`src/rtl/spi_dac_if.sv`:
```
// Sample-word handshake plus DAC pin bundle between the sine generator,
// the SPI transmitter and the external DAC.
interface spi_dac_if #(
  parameter int DATA_W = 32
);
  logic [DATA_W-1:0] din;
  logic              din_valid;
  logic              din_ready;
  logic              sclk;
  logic              mosi;
  logic              cs_n;
  logic              busy;
  logic              done;

  modport master (
    output din, din_valid,
    input  din_ready, sclk, mosi, cs_n, busy, done
  );

  modport slave (
    input  din, din_valid,
    output din_ready, sclk, mosi, cs_n, busy, done
  );
endinterface

```
`src/rtl/spi_dac_tx.sv`:
```
// Write-only SPI mode-0 transmitter: one accepted word becomes one CS_N frame,
// shifted MSB first, with a SETUP half-period before the first SCLK rise.
module spi_dac_tx #(
  parameter int DATA_W  = 32,
  parameter int CLK_DIV = 4,
  parameter int CS_GAP  = 2
) (
  input  logic     clk,
  input  logic     reset,
  spi_dac_if.slave bus
);

  localparam logic [1:0] IDLE  = 2'd0;
  localparam logic [1:0] SETUP = 2'd1;
  localparam logic [1:0] SHIFT = 2'd2;
  localparam logic [1:0] GAP   = 2'd3;

  // One counter serves both the SCLK half-periods and the CS gap.
  localparam int CMAX = (CLK_DIV > CS_GAP) ? CLK_DIV : CS_GAP;
  localparam int CW   = (CMAX > 1) ? $clog2(CMAX) : 1;
  localparam int BW   = (DATA_W > 1) ? $clog2(DATA_W) : 1;

  localparam logic [CW-1:0] HALF_LAST = CW'(CLK_DIV - 1);
  localparam logic [CW-1:0] GAP_LAST  = CW'(CS_GAP - 1);
  localparam logic [BW-1:0] BIT_LAST  = BW'(DATA_W - 1);

  logic [1:0]        state;
  logic [CW-1:0]     cnt;
  logic [BW-1:0]     bitcnt;
  logic              tail;
  logic [DATA_W-1:0] shreg;

  always_ff @(posedge clk) begin
    if (reset) begin
      state         <= IDLE;
      cnt           <= '0;
      bitcnt        <= '0;
      tail          <= 1'b0;
      shreg         <= '0;
      bus.sclk      <= 1'b0;
      bus.mosi      <= 1'b0;
      bus.cs_n      <= 1'b1;
      bus.busy      <= 1'b0;
      bus.done      <= 1'b0;
      bus.din_ready <= 1'b0;
    end else begin
      bus.done <= 1'b0;
      case (state)
        IDLE: begin
          bus.din_ready <= 1'b1;
          cnt           <= '0;
          bitcnt        <= '0;
          tail          <= 1'b0;
          if (bus.din_valid && bus.din_ready) begin
            shreg         <= bus.din;
            bus.mosi      <= bus.din[DATA_W-1];
            bus.cs_n      <= 1'b0;
            bus.busy      <= 1'b1;
            bus.din_ready <= 1'b0;
            state         <= SETUP;
          end
        end
        SETUP: begin
          if (cnt == HALF_LAST) begin
            cnt      <= '0;
            bus.sclk <= 1'b1;
            state    <= SHIFT;
          end else begin
            cnt <= cnt + 1'b1;
          end
        end
        SHIFT: begin
          if (cnt != HALF_LAST) begin
            cnt <= cnt + 1'b1;
          end else begin
            cnt <= '0;
            if (bus.sclk) begin
              // Falling edge: present the next bit, or idle MOSI after bit 0.
              bus.sclk <= 1'b0;
              shreg    <= shreg << 1;
              if (bitcnt == BIT_LAST) begin
                bus.mosi <= 1'b0;
                tail     <= 1'b1;
              end else begin
                bus.mosi <= shreg[DATA_W-2];
                bitcnt   <= bitcnt + 1'b1;
              end
            end else if (tail) begin
              bus.cs_n <= 1'b1;
              bus.done <= 1'b1;
              state    <= GAP;
            end else begin
              bus.sclk <= 1'b1;
            end
          end
        end
        GAP: begin
          if (cnt == GAP_LAST) begin
            bus.busy      <= 1'b0;
            bus.din_ready <= 1'b1;
            state         <= IDLE;
          end else begin
            cnt <= cnt + 1'b1;
          end
        end
        default: state <= IDLE;
      endcase
    end
  end

endmodule
```
`src/flat_wrapper.sv`:
```
// flat-port wrapper written by rule: the top's interface ports become plain ports
module spi_dac_tx_flat 
#(
  parameter int DATA_W  = 32,
  parameter int CLK_DIV = 4,
  parameter int CS_GAP  = 2
)
  (clk, reset, bus_din, bus_din_valid, bus_din_ready, bus_sclk, bus_mosi, bus_cs_n, bus_busy, bus_done);
  spi_dac_if #(.DATA_W(DATA_W)) bus_i ();
  input  logic clk;
  input  logic reset;
  input wire logic [$bits(bus_i.din)-1:0] bus_din;
  input wire logic [$bits(bus_i.din_valid)-1:0] bus_din_valid;
  output wire logic [$bits(bus_i.din_ready)-1:0] bus_din_ready;
  output wire logic [$bits(bus_i.sclk)-1:0] bus_sclk;
  output wire logic [$bits(bus_i.mosi)-1:0] bus_mosi;
  output wire logic [$bits(bus_i.cs_n)-1:0] bus_cs_n;
  output wire logic [$bits(bus_i.busy)-1:0] bus_busy;
  output wire logic [$bits(bus_i.done)-1:0] bus_done;
  assign bus_i.din = bus_din;
  assign bus_i.din_valid = bus_din_valid;
  assign bus_din_ready = bus_i.din_ready;
  assign bus_sclk = bus_i.sclk;
  assign bus_mosi = bus_i.mosi;
  assign bus_cs_n = bus_i.cs_n;
  assign bus_busy = bus_i.busy;
  assign bus_done = bus_i.done;
  spi_dac_tx #(.DATA_W(DATA_W), .CLK_DIV(CLK_DIV), .CS_GAP(CS_GAP)) u_core (.clk(clk), .reset(reset), .bus(bus_i));
endmodule
```
`config.mk`:
```
export PLATFORM = sky130hd
export DESIGN_NAME = spi_dac_tx_flat
export DESIGN_NICKNAME = d
export VERILOG_FILES = /design/src/rtl/spi_dac_if.sv /design/src/rtl/spi_dac_tx.sv /design/src/flat_wrapper.sv
export SDC_FILE = /design/constraint.sdc
export NUM_CORES = 1
export LEC_CHECK = 0
export ABC_AREA = 1
export CAP_MARGIN = 20
export CORE_UTILIZATION = 40
export CTS_CLUSTER_DIAMETER = 60
export DETAILED_ROUTE_END_ITERATION = 12
export PLACE_DENSITY = 0.73
export SLEW_MARGIN = 20
export SYNTH_ARGS = -nofsm -noshare
export SYNTH_HDL_FRONTEND = slang
export SYNTH_SLANG_ARGS = --single-unit
```
`constraint.sdc`:
```
create_clock -name clk -period 2.2 [get_ports clk]
set_input_delay 0.33 -clock clk [delete_from_list [all_inputs] [get_ports clk]]
set_output_delay 0.33 -clock clk [all_outputs]
set_load 0.02 [all_outputs]
```
; ---- After elaboration in Yosys (flattened, before gate mapping)
; Cells that the tools add are included.
[totals]
output_inout_bits = 6
reg_bits = 47
input_bits = 35
[op_classes]
add_sub_neg = 2
reduce_logical = 14
mux = 45
n_eq_ne = 17
n_bitwise = 1
[ops]
columns = cell, n
row1 = two-way mux 31 bit, 3
row2 = case mux 31 bit (2 select lines), 1
row3 = two-way mux 1 bit, 20
row4 = two-way mux 2 bit, 9
row5 = case mux 2 bit (4 select lines), 2
row6 = two-way mux 5 bit, 3
row7 = inequality test 2 x 1 -> 1 bit (second input constant), 6
row8 = case mux 1 bit (2 select lines), 6
row9 = AND reduction 4 bit, 3
row10 = inequality test 2 bit (second input constant), 5
row11 = case mux 5 bit (2 select lines), 1
row12 = equality test 2 bit (second input constant), 3
row13 = AND reduction 3 bit, 2
row14 = AND reduction 6 bit, 1
row15 = nonzero test 2 bit, 3
row16 = adder 5 x 1 -> 5 bit (second input constant), 1
row17 = equality test 5 bit (second input constant), 1
row18 = AND reduction 5 bit, 1
row19 = equality test 2 x 1 -> 1 bit (second input constant), 2
row20 = OR reduction 4 bit, 1
row21 = adder 2 x 1 -> 2 bit (second input constant), 1
row22 = zero test 2 bit, 1
row23 = AND reduction 2 bit, 1
row24 = logical AND 1 bit, 1
row25 = NOT 1 bit, 1

; ---- Depth between registers and ports, before layout
[depth]
depth_word = 5
ltp_mapped = 10
depth_no_buf = 9

; ---- Least setup slack after synthesis
; OpenSTA, ideal clock, no wires.
[synth_timing]
kind = register -> register
startpoint = register u_core.state[0]
endpoint = register u_core.shreg[1]
setup_ps = 113
arrival_ps = 1410
t_required_ps = 2087
synth_period_minus_slack_ps = 1522
stages_incl_launch_ff = 11
path_slack_ps = 678
cell_sequence = dfxtp_1 -> inv_1 -> ha_1 -> buf_6 -> nand2_4 -> o21ai_2 -> nor2_8 -> buf_6 -> nand2_1 -> nand2_1 -> nor2_1
[synth_between]
elab_chain_cells = 3
[synth_lines]
columns = element, line_no
row1 = "start, declared", spi_dac_tx.sv:27  ; logic [1:0] state;
row2 = "start signal, assigned", spi_dac_tx.sv:35  ; state <= IDLE;
row3 = "start signal, assigned", spi_dac_tx.sv:60  ; state <= SETUP;
row4 = "start signal, assigned", spi_dac_tx.sv:67  ; state <= SHIFT;
row5 = equality test 2 bit or zero test 2 bit (tied branches), spi_dac_tx.sv:48  ; case (state)
row6 = inequality test 2 x 1 -> 1 bit (no source line) (tied with other cells), n/a
row7 = AND reduction 4 bit (no source line), n/a
row8 = "end signal, assigned", spi_dac_tx.sv:55  ; shreg <= bus.din;
row9 = "end signal, assigned", spi_dac_tx.sv:80  ; shreg <= shreg << 1;
row10 = "end, declared", spi_dac_tx.sv:31  ; logic [DATA_W-1:0] shreg;
; Parallel ways exist; a longest one is shown, timed or not.
; A chain may end at the register's enable or synchronous reset.

; ---- Worst setup path after layout
[layout_timing]
startpoint = register u_core.state[0]
endpoint = register u_core.shreg[11]
; Same word-level chain as after synthesis.

==> key figures <==
Timing
  – Setup TNS: 0 ps
  – Worst slew margin: 75.90%
  – Worst clock skew: about 6 ps
  – F_max: approximately 540 MHz
  – Final period util: between 80 and 90%
  – Final setup fails: 0
  – RSZ-0062 raised after global routing: false
  – Worst-Margin Slew: between 300 and 400 ps
  – Fin. max-slew vios: 0
  – Min cycle time layout: 1840 ps
  – Final Hold Vio Count: 0
  – Fin worst setup slack: 360.0 ps

Detailed routing
  – Drt pass-1 iters: 4
  – Via density per instance: about 4.7
  – Post-route DRC: 0
  – Post-route ant nets: 0
  – Vias: 2311
  – DR iter-0 viols: approximately 160
  – WL final: ~5300 um
  – Wire length per cell: 10.71 um

Worst setup path
  – CP startpoint kind: flip-flop
  – CP max FO: 16
  – Critical Path RT: between 2000 and 2500 ps
  – Crit. End Element: flip-flop
  – CP arrival: ~2000 ps
  – Setup CP Type: reg -> reg
  – R2R Setup Slk: roughly 360 ps

Die
  – Die X: between 80 and 90 um
  – Die height: slightly above 80 um
  – Core footprint: just over 6000 um2
  – Rows: 28
  – I/O pins: ~40
  – Die area: roughly 6800 um2
  – Initial core utilization: between 40% and 50%

Clock network
  – Clock Path Buffers: 2
  – Inserted Clock Buffers: 5
  – Buffer count from post-CTS setup fixing: 0
  – CTS tree: done
  – Clock-pin slew on the worst setup and hold paths: approximately 90 ps
  – CTS H-tree depth: 2
  – Clk root buf: clkbuf_8
  – Hold-fix buffers, CTS: 0
  – Clk sinks: between 40 and 50
  – Worst skew pair latency: about 300 ps
  – Resized cells post-CTS: 0

Synth
  – Post-synth cell types: 25
  – Synth warn: 0
  – Mapped cell area: roughly 2600 um2
  – Register area share after synthesis: a little over a third
  – Synthesized net count: 426
  – Syn_area_per_cell: about 7 um2
  – Synthesized instance count: between 300 and 400
  – Seq cells post-synth: 47

Layout
  – Layout area overhead: 20.35%
  – # nets final: 464
  – Layout cell share with drive strength beyond 1: about 7%
  – Leading cell types in the layout, fill and taps excluded: nand2_1, nor2_1, dfxtp_1
  – Diode count: 0
  – Most common cell after layout, fill and taps aside: nand2_1
  – Finished Cell Area: between 3000 and 4000 um2

Global route
  – Vias in the first global route: roughly 2200
  – Largest net degree at the start of global routing: 28
  – Gr ovfl total: 0
  – Global Route Usage Sum: between 15 and 20%
  – First-pass GRT wire length: around 9000 um
  – Number of antenna violations at the first check in global routing: 0

Place
  – PortBufs: 40
  – RePlAce Congestion: 0.8153
  – Dpl hpwl: roughly 3700 um
  – Dpl cell area: around 3000 um2
  – Post-Place Worst Slack: 353.2 ps

Power and ir drop
  – Leak Pwr: 1.360 nW
  – VDD IR max: approximately 0.49 mV
  – Total power: between 3 and 4 mW
  – Power Dens Cells: approximately 1100 nW/um2

Status
  – Status: finished clean

Run
  – Max-cap viol count: 0

Worst hold path
  – Worst hold path type: reg -> reg
-- per-stage QoR --
step | utilization (%) | instances | hold WS, ps
2_1_floorplan | - | 380 | 399.1
3_3_place_gp | 49.49 | 486 | 449.7
3_5_place_dp | 49.49 | 486 | 443.5
4_1_cts | 51.11 | 494 | 467.6
5_1_grt | 51.11 | 494 | 492.0
6_report | 51.11 | 494 | 462.1
-- layout make-up --
cell class	instances	area (um2)
Sequential cell	47	940.9
Multi-Input combinational cell	294	1420
Inverter	21	81.33
Tap cell	75	93.84
Fill cell	609	2980
Clock buffer	6	82.58
Timing Repair Buffer	49	480.5
Clock inverter	2	16.27
-- cells by family (layout without fill, tap and decap cells) --
| family | after synthesis | count (layout) | share of synthesized area (%) |
|---|---|---|---|
| and+or+nand+nor | 229 | 229 | 35.81 |
| AOI/OAI and AO/OA | 54 | 54 | 13.73 |
| DFF | 47 | 47 | 36.35 |
| buffers and inverters | 39 | 78 | 8.797 |
| adders and majority gates | 11 | 11 | 5.317 |
-- worst max-delay path, cell delays in order, from the launching register on --
cell,delay (ps)
dfxtp_1,410
inv_1,120
ha_1,340
nand2_4,140
o21ai_2,90
nor2_8,230
buf_4,230
nand2_1,60
nand2_1,60
nor2_1,40
-- synthesized netlist by cell type --
cell	n	area, um2
nor4_1	1	6.260
nand2_4	2	22.52
nor3b_2	1	12.51
buf_4	4	30.03
inv_4	1	6.260
o31ai_1	1	7.510
o21ai_1	3	15.01
buf_2	3	15.01
o21ai_2	2	17.52
dfxtp_1	47	940.9
nand4_1	2	12.51
a21oi_1	12	60.06
nor2_1	82	307.8
inv_2	2	7.510
o21ai_0	6	30.03
nand2_2	4	25.02
ha_1	11	137.6
nor2_8	1	20.02
buf_6	8	90.09
nand2_1	128	480.5
nand3_1	8	40.04
a21boi_1	7	52.55
buf_1	3	11.26
inv_1	18	67.56
a21boi_0	23	172.7
-- report_power, final --
part           total [mW]  internal, mW  leakage [nW]  switching [mW]
Sequential           1.21          1.08         0.386           0.125
Combinational        1.67         0.661         0.926            1.01
Clock               0.557         0.257        0.0474           0.301
Total                3.44          2.00          1.36            1.44
-- per-layer routing --
layer  global-route usage [%]  vias up  share of wire, %
met5                        0        -                 0
met4                    5.789        0               1.4
met3                    3.626        6               4.0
met2                    30.91       32                47
met1                    19.85     1019                48
li1                         -     1254                 -
-- final timing paths --
| kind | start | end | depth (start not counted) |
|---|---|---|---|
| min | u_core.bus.cs_n$_SDFFE_PP1P_ | u_core.bus.cs_n$_SDFFE_PP1P_ | 2 |
| max reg2reg | u_core.state[0]$_SDFFE_PP0P_ | u_core.shreg[11]$_SDFFE_PP0P_ | 9 |
| min reg2reg | u_core.bus.cs_n$_SDFFE_PP1P_ | u_core.bus.cs_n$_SDFFE_PP1P_ | 2 |
| max | u_core.state[0]$_SDFFE_PP0P_ | u_core.shreg[11]$_SDFFE_PP0P_ | 9 |
-- registers in the layout, indices dropped and copies added (netlist names) --
name,count
u_core.state,2
u_core.tail,1
u_core.bus.busy,1
u_core.bitcnt,5
u_core.bus.din_ready,1
u_core.bus.cs_n,1
u_core.bus.mosi,1
u_core.bus.done,1
u_core.bus.sclk,1
u_core.cnt,2
u_core.shreg,31
(Power assumes the default switching activity.)
